$ cat config.mk
export PLATFORM = sky130hd
export DESIGN_NAME = instruction_fetch_ctrl
export DESIGN_NICKNAME = d
export VERILOG_FILES = /design/src/rtl/fetch_pkg.sv /design/src/rtl/ifid_slot.sv /design/src/rtl/instruction_fetch_ctrl.sv
export SDC_FILE = /design/constraint.sdc
export NUM_CORES = 1
export LEC_CHECK = 0
export ABC_AREA = 1
export ABC_CLOCK_PERIOD_IN_PS = 1700
export BUFFER_PORTS_ARGS = -buffer_cell sky130_fd_sc_hd__buf_2
export CORE_MARGIN = 5
export CORE_UTILIZATION = 44
export CTS_BUF_LIST = sky130_fd_sc_hd__clkbuf_4 sky130_fd_sc_hd__clkbuf_8 sky130_fd_sc_hd__clkbuf_16
export DETAILED_ROUTE_END_ITERATION = 8
export PLACE_DENSITY = 0.7
export SLEW_MARGIN = 20
export SYNTH_ARGS = -nofsm -noshare
export SYNTH_HDL_FRONTEND = slang
export SYNTH_SLANG_ARGS = --single-unit
$ cat constraint.sdc
create_clock -name clk -period 1.7 [get_ports clk]
set_input_delay 0.255 -clock clk [delete_from_list [all_inputs] [get_ports clk]]
set_output_delay 0.255 -clock clk [all_outputs]
set_load 0.005 [all_outputs]
$ cat src/rtl/fetch_pkg.sv
// Shared definitions for the instruction fetch controller: state encoding and fetch constants.
package fetch_pkg;

    typedef enum logic [1:0] {
        ST_IDLE   = 2'd0,
        ST_RUN    = 2'd1,
        ST_HALTED = 2'd2,
        ST_FAULT  = 2'd3
    } fetch_state_e;

    localparam logic [31:0] NOP     = 32'h0;
    localparam int          PC_STEP = 4;

endpackage

$ cat src/rtl/ifid_slot.sv
// One-entry registered IF/ID buffer with valid/ready handshake, squash and hold.
module ifid_slot
    import fetch_pkg::*;
#(
    parameter int ADDR_W = 32
) (
    input  logic              clk,
    input  logic              rst_n,
    input  logic              capture,
    input  logic              squash,
    input  logic              ready,
    input  logic [31:0]       instr_in,
    input  logic [ADDR_W-1:0] pc4_in,
    output logic              valid,
    output logic [31:0]       instr,
    output logic [ADDR_W-1:0] pc4
);

    // Squash only drops valid; the stale payload is never observed while valid is low.
    always_ff @(posedge clk or negedge rst_n) begin
        if (!rst_n) begin
            valid <= 1'b0;
            instr <= NOP;
            pc4   <= '0;
        end else if (squash) begin
            valid <= 1'b0;
        end else if (capture) begin
            valid <= 1'b1;
            instr <= instr_in;
            pc4   <= pc4_in;
        end else if (ready) begin
            valid <= 1'b0;
        end
    end

endmodule

$ cat src/rtl/instruction_fetch_ctrl.sv
// PC sequencer and fetch FSM feeding the IF/ID slot.
// Optional fetch address range check enabled by defining FETCH_RANGE_CHECK_EN.
module instruction_fetch_ctrl
    import fetch_pkg::*;
#(
    parameter int                ADDR_W     = 32,
    parameter logic [ADDR_W-1:0] RESET_PC   = '0,
    parameter int                IMEM_WORDS = 128
) (
    input  logic              clk,
    input  logic              rst_n,
    input  logic              start,
    input  logic              halt_req,
    input  logic              redir_valid,
    input  logic [ADDR_W-1:0] redir_target,
    output logic [ADDR_W-1:0] imem_addr,
    input  logic [31:0]       imem_instr,
    output logic              ifid_valid,
    input  logic              ifid_ready,
    output logic [31:0]       ifid_instr,
    output logic [ADDR_W-1:0] ifid_pc4,
    output logic              align_err,
    output logic [31:0]       fetch_count,
    output logic [1:0]        state
);

`ifdef FETCH_RANGE_CHECK_EN
    localparam bit RANGE_CHECK = 1'b1;
`else
    localparam bit RANGE_CHECK = 1'b0;
`endif

    localparam logic [ADDR_W-3:0] IMEM_LIMIT = (ADDR_W-2)'(IMEM_WORDS);

    fetch_state_e      state_q, state_next;
    logic [ADDR_W-1:0] pc_q, pc_next, pc_plus4;
    logic              align_err_q, align_err_next;
    logic              capture, squash, slot_free, range_fault;

    assign pc_plus4    = pc_q + ADDR_W'(PC_STEP);
    assign slot_free   = !ifid_valid || ifid_ready;
    assign range_fault = RANGE_CHECK && (pc_q[ADDR_W-1:2] >= IMEM_LIMIT);

    always_ff @(posedge clk or negedge rst_n) begin
        if (!rst_n) begin
            state_q     <= ST_IDLE;
            pc_q        <= RESET_PC;
            align_err_q <= 1'b0;
            fetch_count <= '0;
        end else begin
            state_q     <= state_next;
            pc_q        <= pc_next;
            align_err_q <= align_err_next;
            if (ifid_valid && ifid_ready) begin
                fetch_count <= fetch_count + 32'd1;
            end
        end
    end

    // Within RUN: redirect beats halt beats capture; a blocked slot simply holds.
    always_comb begin
        state_next     = state_q;
        pc_next        = pc_q;
        align_err_next = align_err_q;
        capture        = 1'b0;
        squash         = 1'b0;
        case (state_q)
            ST_IDLE: begin
                if (start) state_next = ST_RUN;
            end
            ST_RUN: begin
                if (redir_valid) begin
                    pc_next = {redir_target[ADDR_W-1:2], 2'b00};
                    squash  = 1'b1;
                    if (|redir_target[1:0]) align_err_next = 1'b1;
                end else if (halt_req) begin
                    if (slot_free) state_next = ST_HALTED;
                end else if (slot_free) begin
                    if (range_fault) begin
                        state_next = ST_FAULT;
                        squash     = 1'b1;
                    end else begin
                        capture = 1'b1;
                        pc_next = pc_plus4;
                    end
                end
            end
            ST_HALTED: begin
                if (start) begin
                    pc_next    = RESET_PC;
                    state_next = ST_RUN;
                end
            end
            ST_FAULT: begin
            end
        endcase
    end

    ifid_slot #(.ADDR_W(ADDR_W)) u_slot (
        .clk      (clk),
        .rst_n    (rst_n),
        .capture  (capture),
        .squash   (squash),
        .ready    (ifid_ready),
        .instr_in (imem_instr),
        .pc4_in   (pc_plus4),
        .valid    (ifid_valid),
        .instr    (ifid_instr),
        .pc4      (ifid_pc4)
    );

    assign imem_addr = pc_q;
    assign align_err = align_err_q;
    assign state     = state_q;

endmodule

==> run_results.csv, run 1 <==
group,metric,value,unit
status,outcome,"complete, no violations",
synthesis,synth-async-reset-ratio,1.000,
drt,drtIter0Drc,515,
global_route,top_usage_layer,"met2",
drt,dr.pass1.iters,5,
min_path,hold_depth,3,
placement,gp_congestion,0.8921,
critical_path,cpMostUsedCell,"nand2_1",
cells_and_area,diodes,0,
cells_and_area,nets,1224,
die,dieArea,17990,sq um
clock_network,clk_latency,0.42,ns
critical_path,timing.rr.start,"imem_addr[2]$_DFFE_PN0P_",
clock_network,cts_tree,"yes",
global_route,grt_pass1_wl,32.55,mm
synthesis,ys_warn_count,0,
sta,fmax,633.4,MHz
critical_path,slowest_stage,"dfrtp_1",
global_route,grt_overflow,0,
clock_network,root_buffer,"clkbuf_16",
drt,vias_per_cell,4.919,
cells_and_area,area_delta_synth_final,28.96,%
cells_and_area,nFillCells,1451,
sta,post-route-period-util,0.9287,
sta,setup_tns,0,ns
global_route,antenna_found_initial,0,
clock_network,clkSinkCount,128,
drt,drc,0,
drt,ant_nets,0,
pwr,power_density,1550,nW/um^2
synthesis,syn_inst,936,
synthesis,synth-xor-area-share,0.03359,
global_route,use_met1,0.2929,
synthesis,synthTopCellsByArea,"dfrtp_1 47%, nand2_1 22%, nor2_1 7.6%, nand3_1 3.7%, inv_1 3.4%",
critical_path,cp_top_family,"simple AND/OR/NAND/NOR gates",
sta,setup_viol,0,
pwr,ir_worst_vdd,0.7841,mV
min_path,min_path_type,"input pin to register",
critical_path,worst-path-max-fanout,6,
cells_and_area,drive_above_1_share,0.2575,
global_route,grt_pass1_vias,6598,
global_route,met3_usage,0.04576,
synthesis,avgSynthCellArea,7.243,sq um
synthesis,synth_top_area_frac,0.4725,
drt,post_drt_wl_per_cell,14.71,microns
synthesis,synthFlopType,"dfrtp_1",
synthesis,synth-simple-area-share,0.3822,
clock_network,cts.path.max_buffers,2,
pwr,p_total,13.55,mW
critical_path,critical_path.max_stage_delay,0.36,ns
critical_path,crit_buf_inv,0,
placement,placed_area,8078,sq um
synthesis,synthMostInstantiatedCell,"nand2_1",
synthesis,synth_area,6779,sq um
critical_path,cp-end-kind,"register",
sta,maxSlewViolCount,0,
drt,vias,6655,
die,ioPinCount,202,
clock_network,h-tree-depth,4,
critical_path,rr_worst_depth,10,
sta,tightest_slew,0.5490,ns
critical_path,crit_chain,"ha_2 -> nand2_2 -> nor2_4 -> nand2_4 -> nor2_2 -> nand2_1 -> nand2_1 -> nand3_1 -> nand2_1 -> nand2_1",
sta,relSlewSlack,0.6340,
clock_network,cts_setup_buffers,0,
critical_path,arrival,1.89,ns
pwr,leakage,4.609,nW
min_path,hold_start,"imem_instr[6]",
sta,rsz0062_at_grt,"yes",
sta,hold_viol_final,0,
flow_run,cap_violations,0,
synthesis,synth_seq_cells,128,
die,core-area,15150,sq um
synthesis,synth_cell_types,34,
synthesis,synth_compound_area_frac,0.04300,
die,dieHeight,134.1,microns
synthesis,synth_fa_ha_area_frac,0.003691,
sta,fin_skew,0.007356,ns
critical_path,r2r_slack,0.12,ns
global_route,grt_usage,0.2259,
critical_path,start_kind,"register",
clock_network,cts_buffers,17,
synthesis,yosysSeqAreaShare,0.4725,
die,start_util,0.4476,
synthesis,synth_top_family_by_area,"simple AND/OR/NAND/NOR gates",
placement,portBuffers,197,
placement,hpwl,14.56,mm
synthesis,yosys-top-cells-count,"401 x nand2_1, 137 x nor2_1, 128 x dfrtp_1, 62 x inv_1, 50 x nand3_1",
sta,min_period,1.579,ns
critical_path,required,2.01,ns
critical_path,path_class,"register to register",
synthesis,synth-edff-count,0,
min_path,hold_path_end,"u_slot.instr[6]$_DFFE_PN0P_",
critical_path,timing.rr.end,"imem_addr[28]$_DFFE_PN0P_",
clock_network,path_clk_slew,0.06,ns
die,rows,45,
synthesis,synthDominantAreaCellType,"dfrtp_1",
die,die_w,134.1,microns
drt,wl,19.90,mm
global_route,grt_use_met2,0.3782,
global_route,grt_max_degree,85,
cells_and_area,stdcell_area,8742,sq um
synthesis,synth.area.mux_share,0.002953,
## per-stage QoR
stage / hold slack, ns / utilization / setup slack, ns / cells
2_1_floorplan: -0.04059 / - / 0.2130 / 939
3_3_place_gp: 0.3435 / 0.5333 / 0.1037 / 1319
3_5_place_dp: 0.3428 / 0.5333 / 0.07180 / 1319
4_1_cts: 0.01198 / 0.5730 / 0.05929 / 1352
5_1_grt: 0.02112 / 0.5772 / -0.01902 / 1353
6_report: 0.02505 / 0.5772 / 0.1212 / 1353
## cell type report
cell class                      instances  area (sq um)  share of cell area
Sequential cell                       128          3209              0.3671
Multi-Input combinational cell        716          3194              0.3654
Timing Repair Buffer                  223          1265              0.1447
Clock buffer                           19         452.9             0.05181
Inverter                               66         247.7             0.02834
Tap cell                              188         235.2             0.02691
Clock inverter                         13         137.6             0.01574
## metal layers
metal | up-vias | wire [microns] | share of wire
li1 | 3341 | - | -
met1 | 3051 | 8619 | 0.43
met2 | 229 | 9586 | 0.48
met3 | 34 | 1240 | 0.062
met4 | 0 | 454 | 0.023
met5 | - | 0 | 0
## state kept, by name, indices dropped and copies added, names as in the netlist
name          count
align_err         1
u_slot.pc4       30
state             2
u_slot.valid      1
imem_addr        30
fetch_count      32
u_slot.instr     32
## worst reg2reg max path, cell delays in order (launching register included)
cell and delay, ns:
dfrtp_1 0.36, ha_2 0.22, nand2_2 0.08, nor2_4 0.15, nand2_4 0.11, nor2_2 0.20
nand2_1 0.08, nand2_1 0.08, nand3_1 0.07, nand2_1 0.07, nand2_1 0.04
## power by group
part / internal (mW) / switching, mW
Sequential: 4.18 / 0.967
Clock: 2.23 / 1.39
Combinational: 2.02 / 2.76
Total: 8.43 / 5.12
## timing repair
item | CTS | global route
setup endpoints to repair | 0 | 17
hold buffers | 1 | 0
gates resized for setup | 0 | 13
endpoints found under the hold margin | 128 | 0
## how the worst max path moves through the flow
stage | start | endpoint | cells past startpoint
detailed placement | fetch_count[1]$_DFFE_PN0P_ | fetch_count[18]$_DFFE_PN0P_ | 7
floorplan | fetch_count[0]$_DFFE_PN0P_ | fetch_count[22]$_DFFE_PN0P_ | 7
CTS | fetch_count[1]$_DFFE_PN0P_ | fetch_count[18]$_DFFE_PN0P_ | 7
global route | fetch_count[0]$_DFFE_PN0P_ | fetch_count[18]$_DFFE_PN0P_ | 7
finish | imem_addr[2]$_DFFE_PN0P_ | imem_addr[28]$_DFFE_PN0P_ | 10
global placement | fetch_count[0]$_DFFE_PN0P_ | fetch_count[22]$_DFFE_PN0P_ | 7
## logic make-up (layout without fill, tap and decap cells)
| kind of cell | count (synthesis) | count (layout) |
|---|---|---|
| adder cells (fa/ha/maj) | 2 | 2 |
| buffers and inverters | 95 | 321 |
| multiplexers | 2 | 2 |
| flip-flops | 128 | 128 |
| AND/OR/NAND/NOR | 628 | 628 |
| AO/OA/AOI/OAI | 54 | 54 |
| XOR/XNOR | 26 | 26 |
| other | 1 | 4 |
## layout by cell type (no fill, tap or decap), types with 4 or more instances in the layout
cell        count
a21oi_1         4
o21ai_0        18
nor2_2         15
xor2_1         12
nand3_1        50
dfrtp_2         5
clkinvlp_4      6
inv_2           4
nand2_2         7
xnor2_1        14
a31oi_1        11
clkbuf_16      18
inv_1          62
buf_2         196
nor2_1        134
nand4_1         4
o21ai_1        17
nand2_1       400
buf_4          20
dfrtp_1       123
nor2_4          5
conb_1          4
No activity file was read; power rests on OpenSTA's default activity.
==> inputs of run 2 (changes only) <==
--- a/config.mk
+++ b/config.mk
@@ -8,7 +8,7 @@
 export ABC_AREA = 1
 export ABC_CLOCK_PERIOD_IN_PS = 1700
 export BUFFER_PORTS_ARGS = -buffer_cell sky130_fd_sc_hd__buf_2
-export CORE_MARGIN = 5
+export CORE_MARGIN = 1
 export CORE_UTILIZATION = 44
 export CTS_BUF_LIST = sky130_fd_sc_hd__clkbuf_4 sky130_fd_sc_hd__clkbuf_8 sky130_fd_sc_hd__clkbuf_16
 export DETAILED_ROUTE_END_ITERATION = 8
==> run 2 against run 1 <==
Clock skew decreased by 0.0021 ns. Sequential cell count unchanged. Sequential power about the same. Register-to-register slack about the same. Largest power group unchanged. Wire length decreased by 4.9%. Non-clock buffer count increased by 4. Sequential share of layout area about the same.
==> run_results.csv, run 2 (synthesis gave the netlist of run 1 again) <==
group,metric,value,unit
status,outcome,"complete, no violations",
clock_network,cts.path.max_buffers,2,
drt,ant_nets,0,
clock_network,root_buffer,"clkbuf_16",
placement,hpwl,14.01,mm
pwr,leakage,4.641,nW
global_route,grt_pass1_vias,6353,
global_route,grt_max_degree,68,
cells_and_area,diodes,0,
placement,portBuffers,197,
placement,gp_congestion,0.8873,
clock_network,cts_setup_buffers,0,
drt,drc,0,
global_route,grt_usage,0.2469,
global_route,use_met1,0.3092,
placement,placed_area,8120,sq um
cells_and_area,mostFrequentLayoutCells,"400 x nand2_1, 196 x buf_2, 133 x nor2_1",
critical_path,timing.rr.end,"imem_addr[14]$_DFFE_PN0P_",
drt,post_drt_wl_per_cell,13.96,microns
cells_and_area,nFillCells,1443,
critical_path,r2r_slack,0.13,ns
sta,maxSlewViolCount,0,
critical_path,cp-end-kind,"register",
min_path,min_path_type,"input pin to register",
die,die_w,126.1,microns
die,ioPinCount,202,
critical_path,path_class,"register to register",
pwr,ir_worst_vdd,0.7271,mV
drt,vias_per_cell,4.906,
cells_and_area,drive_above_1_share,0.2568,
critical_path,start_kind,"register",
clock_network,clkSinkCount,128,
clock_network,clk_latency,0.42,ns
global_route,antenna_found_initial,0,
sta,setup_viol,0,
clock_network,h-tree-depth,4,
drt,wl,18.92,mm
flow_run,cap_violations,0,
critical_path,worst-path-max-fanout,27,
sta,min_period,1.568,ns
global_route,top_usage_layer,"met2",
sta,fmax,637.9,MHz
critical_path,rr_worst_depth,9,
global_route,grt_pass1_wl,30.73,mm
cells_and_area,nets,1228,
clock_network,cts_buffers,17,
drt,drtIter0Drc,362,
critical_path,timing.rr.start,"state[1]$_DFFE_PN0P_",
global_route,met3_usage,0.05268,
die,core-area,15150,sq um
cells_and_area,top_regs,"fetch_count (32), u_slot.instr (32)",
drt,vias,6652,
sta,hold_viol_final,0,
die,rows,45,
cells_and_area,final_common_cell,"nand2_1",
critical_path,required,2.04,ns
min_path,hold_path_end,"u_slot.instr[30]$_DFFE_PN0P_",
min_path,hold_depth,3,
sta,rsz0062_at_grt,"yes",
pwr,power_density,1525,nW/um^2
clock_network,path_clk_slew,0.05,ns
die,dieHeight,126.1,microns
die,start_util,0.4476,
sta,fin_skew,0.005296,ns
critical_path,arrival,1.91,ns
cells_and_area,stdcell_area,8731,sq um
global_route,grt_overflow,0,
sta,post-route-period-util,0.9222,
die,dieArea,15910,sq um
cells_and_area,area_delta_synth_final,28.79,%
min_path,hold_start,"imem_instr[30]",
drt,dr.pass1.iters,5,
clock_network,cts_tree,"yes",
pwr,p_total,13.32,mW
global_route,grt_use_met2,0.4205,
-- run 2: changes by cell type in the layout (fill, tap and decap cells not counted), moves of 2 or more --
cell        previous run  this run
buf_12                 3         5
clkinvlp_4             6         0
dfrtp_1              123       126
dfrtp_2                5         2
buf_4                 20        24
clkbuf_8               2         0
clkbuf_4               0         6
clkinv_2               3         6
-- run 2: routing by layer --
metal / part of all wire / up-vias / routed length (microns)
li1: - / 3343 / -
met1: 0.44 / 3060 / 8409
met2: 0.48 / 219 / 9069
met3: 0.055 / 30 / 1043
met4: 0.021 / 0 / 401
met5: 0 / - / 0
-- run 2: worst max-delay path by stage --
stage                                          start  depth (start not counted)                     endpoint
final                           state[1]$_DFFE_PN0P_                          9    imem_addr[14]$_DFFE_PN0P_
after global routing            state[1]$_DFFE_PN0P_                          9    imem_addr[14]$_DFFE_PN0P_
after CTS                 fetch_count[1]$_DFFE_PN0P_                          7  fetch_count[22]$_DFFE_PN0P_
after detailed placement  fetch_count[1]$_DFFE_PN0P_                          7  fetch_count[22]$_DFFE_PN0P_
after global placement    fetch_count[0]$_DFFE_PN0P_                          7  fetch_count[22]$_DFFE_PN0P_
after floorplan           fetch_count[0]$_DFFE_PN0P_                          7  fetch_count[22]$_DFFE_PN0P_
-- run 2: final cells by class --
cell class,count,area [sq um],share of cell area
clock inverters,8,90.09,0.01032
clock buffers,23,470.5,0.05388
inverters,66,247.7,0.02837
repair buffers,227,1296,0.1485
flip-flops and latches,128,3206,0.3672
multi-input cells,716,3186,0.3649
well taps,188,235.2,0.02694
-- run 2: per-stage QoR --
| stage | hold slack (ns) | setup slack, ns | util | std cells | setup TNS (ns) |
|---|---|---|---|---|---|
| after global routing | 0.01823 | -0.01154 | 0.5765 | 1356 | -0.01154 |
| after global placement | 0.1887 | 0.1319 | 0.5361 | 1323 | 0 |
| after CTS | 0.01746 | 0.06431 | 0.5738 | 1355 | 0 |
| after detailed placement | 0.1884 | 0.06309 | 0.5361 | 1323 | 0 |
| final | 0.02727 | 0.1323 | 0.5765 | 1356 | 0 |
| after floorplan | -0.04059 | 0.2130 | - | 939 | 0 |
-- run 2: worst max-delay path: stages (launching register included) --
cell and delay [ns]:
dfrtp_1 0.39, inv_1 0.12, nand2_2 0.08, inv_2 0.08, o21ai_2 0.06, nand2_2 0.09, nand3b_4 0.32, nor2_1 0.22
nand2_1 0.06, o21ai_1 0.07
-- run 2: where the power goes --
part | leakage, nW | switching, mW | total [mW] | internal, mW
Combinational | 2.73 | 2.71 | 4.69 | 1.98
Clock | 0.289 | 1.27 | 3.50 | 2.23
Sequential | 1.62 | 0.950 | 5.13 | 4.18
-- run 2: timing repair --
action / 4_1_cts / 5_1_grt
endpoints found under the setup margin: 0 / 15
hold buffers: 1 / 0
resized for setup: 0 / 7
hold endpoints to repair: 19 / 0
==> inputs of run 3 (changes only) <==
--- a/config.mk
+++ b/config.mk
@@ -6,12 +6,13 @@
 export NUM_CORES = 1
 export LEC_CHECK = 0
 export ABC_AREA = 1
-export ABC_CLOCK_PERIOD_IN_PS = 1700
+export ABC_CLOCK_PERIOD_IN_PS = 1500
 export BUFFER_PORTS_ARGS = -buffer_cell sky130_fd_sc_hd__buf_2
 export CORE_MARGIN = 1
 export CORE_UTILIZATION = 44
 export CTS_BUF_LIST = sky130_fd_sc_hd__clkbuf_4 sky130_fd_sc_hd__clkbuf_8 sky130_fd_sc_hd__clkbuf_16
 export DETAILED_ROUTE_END_ITERATION = 8
+export GPL_TIMING_DRIVEN = 0
 export PLACE_DENSITY = 0.7
 export SLEW_MARGIN = 20
 export SYNTH_ARGS = -nofsm -noshare
==> constraint.sdc (replaced) <==
create_clock -name clk -period 1.5 [get_ports clk]
set_input_delay 0.225 -clock clk [delete_from_list [all_inputs] [get_ports clk]]
set_output_delay 0.225 -clock clk [all_outputs]
set_load 0.005 [all_outputs]
==> run 3 against run 2 <==
The flow now finishes with violations (setup timing). Critical path depth is the same. Combinational power is 40% higher. Sequential power rose by 17%. Sequential cell count did not move. Clock power rose by 17%. Worst setup slack got worse by 0.23 ns. Total power grew 25%. Core utilization increased by 7.4 points. Via count up 6.7%. First-iteration DRC count grew 18%. Die area is the same. Largest power group is now combinational cells.
==> run_results.csv, run 3 (synthesis gave the netlist of run 1 again) <==
group,metric,value,unit
status,outcome,"finished, violations left",
status,violations,"setup timing",
clock_network,cts_tree,"yes",
sta,whs,0.006914,ns
drt,post_drt_wl_per_cell,14.67,microns
cells_and_area,area_delta_synth_final,45.22,%
sta,relSlewSlack,0.5654,
sta,fmax,627.0,MHz
global_route,met3_usage,0.05310,
placement,portBuffers,196,
critical_path,rr_worst_depth,9,
global_route,grt_usage,0.2601,
die,dieArea,15910,sq um
sta,post-route-period-util,1.063,
sta,setup_slack,-0.09480,ns
placement,gp_congestion,0.9151,
die,start_util,0.4476,
sta,hold_viol_final,0,
critical_path,arrival,1.91,ns
global_route,use_met1,0.3156,
pwr,power_density,1693,nW/um^2
global_route,grt_max_degree,78,
die,core-area,15150,sq um
die,rows,45,
clock_network,root_buffer,"clkbuf_16",
global_route,grt_pass1_vias,6502,
drt,vias,7097,
sta,tightest_slew,0.6518,ns
clock_network,clkSinkCount,128,
global_route,grt_use_met2,0.4478,
global_route,grt_overflow,0,
critical_path,required,1.81,ns
clock_network,path_clk_slew,0.05,ns
die,ioPinCount,202,
cells_and_area,top_regs,"fetch_count (32), u_slot.instr (32)",
critical_path,crit_end,"imem_addr[21]$_DFFE_PN0P_",
cells_and_area,mostFrequentLayoutCells,"383 x nand2_1, 198 x buf_2, 102 x dfrtp_1",
clock_network,h-tree-depth,4,
critical_path,path_class,"register to register",
critical_path,timing.rr.end,"imem_addr[21]$_DFFE_PN0P_",
placement,placed_area,8044,sq um
critical_path,crit_start,"imem_addr[13]$_DFFE_PN0P_",
drt,vias_per_cell,4.953,
sta,maxSlewViolCount,0,
drt,ant_nets,0,
placement,pre_cts_slack,-0.3104,ns
cells_and_area,drive_above_1_share,0.3617,
critical_path,timing.rr.start,"imem_addr[13]$_DFFE_PN0P_",
sta,setup_viol,29,
global_route,grt_pass1_wl,32.15,mm
drt,drc,0,
critical_path,start_kind,"register",
cells_and_area,nets,1303,
drt,wl,21.02,mm
critical_path,worst-path-max-fanout,5,
sta,min_period,1.595,ns
sta,fin_skew,0.007629,ns
drt,drtIter0Drc,427,
cells_and_area,stdcell_area,9844,sq um
drt,dr.pass1.iters,6,
pwr,ir_worst_vdd,1.166,mV
pwr,leakage,5.054,nW
flow_run,cap_violations,0,
placement,hpwl,14.46,mm
clock_network,cts.path.max_buffers,2,
critical_path,r2r_slack,-0.09,ns
die,die_w,126.1,microns
sta,rsz0062_at_grt,"yes",
clock_network,cts_buffers,17,
sta,setup_tns,-1.206,ns
global_route,antenna_found_initial,1,
global_route,top_usage_layer,"met2",
min_path,min_path_type,"input pin to register",
die,dieHeight,126.1,microns
critical_path,cp-end-kind,"register",
cells_and_area,final_common_cell,"nand2_1",
clock_network,clk_latency,0.42,ns
[run 3: cell types whose count changed in the layout (fill, tap and decap cells not counted), sizes merged]
cell and change:
buf +45, clkbuf +13, clkinv -2, diode +1, dlygate4sd3 +20
[run 3: critical path: stages, from the launching register on]
cell and delay (ns):
dfrtp_1 0.41, nand2_1 0.12, nor2_1 0.21, nand2_1 0.16
nor2_4 0.18, nand2_1 0.08, nand2_1 0.09, nand3_2 0.08
nand2_1 0.10, nand2_1 0.04
[run 3: metrics by stage]
stage          power [mW]  cells    util
2_1_floorplan       8.619    939       -
3_3_place_gp        10.91   1323  0.5286
3_5_place_dp        11.04   1324  0.5311
4_1_cts             15.56   1388  0.6000
5_1_grt             17.76   1433  0.6500
6_report            16.66   1433  0.6500
[run 3: final cells by class]
cell class | instances | area, sq um
Sequential cell | 128 | 3236
Buffer | 29 | 230.2
Clock inverter | 6 | 80.08
Antenna cell | 1 | 2.502
Tap cell | 188 | 235.2
Inverter | 66 | 250.2
Multi-Input combinational cell | 716 | 3621
Clock buffer | 26 | 511.7
Timing Repair Buffer | 273 | 1678
Fill cell | 1295 | 5301
[run 3: what timing repair did]
item / 4_1_cts / 5_1_grt
hold endpoints to repair: 71 / 0
resized for setup: 49 / 126
cloned: 0 / 1
hold buffers: 21 / 0
buffers inserted: 11 / 43
pin swaps: 14 / 22
setup endpoints to repair: 81 / 104
[run 3: where the power goes]
part / switching, mW / internal [mW] / leakage [nW] / total [mW]
logic: 3.55 / 3.03 / 3.16 / 6.58
registers: 1.19 / 4.79 / 1.59 / 5.98
clock network: 1.43 / 2.67 / 0.303 / 4.11
total: 6.18 / 10.5 / 5.05 / 16.7
[run 3: metal layers]
metal	routed length, microns	vias up
met5	0	-
met4	786	0
met3	1365	59
met2	10260	298
met1	8610	3249
li1	-	3491
[run 3: how the worst min path moves through the flow]
stage / from / endpoint / cells after the start
floorplan: rst_n / align_err$_DFFE_PN0P_ / 0
global placement: imem_instr[10] / u_slot.instr[10]$_DFFE_PN0P_ / 3
detailed placement: rst_n / u_slot.instr[19]$_DFFE_PN0P_ / 1
CTS: imem_instr[20] / u_slot.instr[20]$_DFFE_PN0P_ / 3
global route: imem_instr[20] / u_slot.instr[20]$_DFFE_PN0P_ / 3
finish: imem_instr[17] / u_slot.instr[17]$_DFFE_PN0P_ / 3
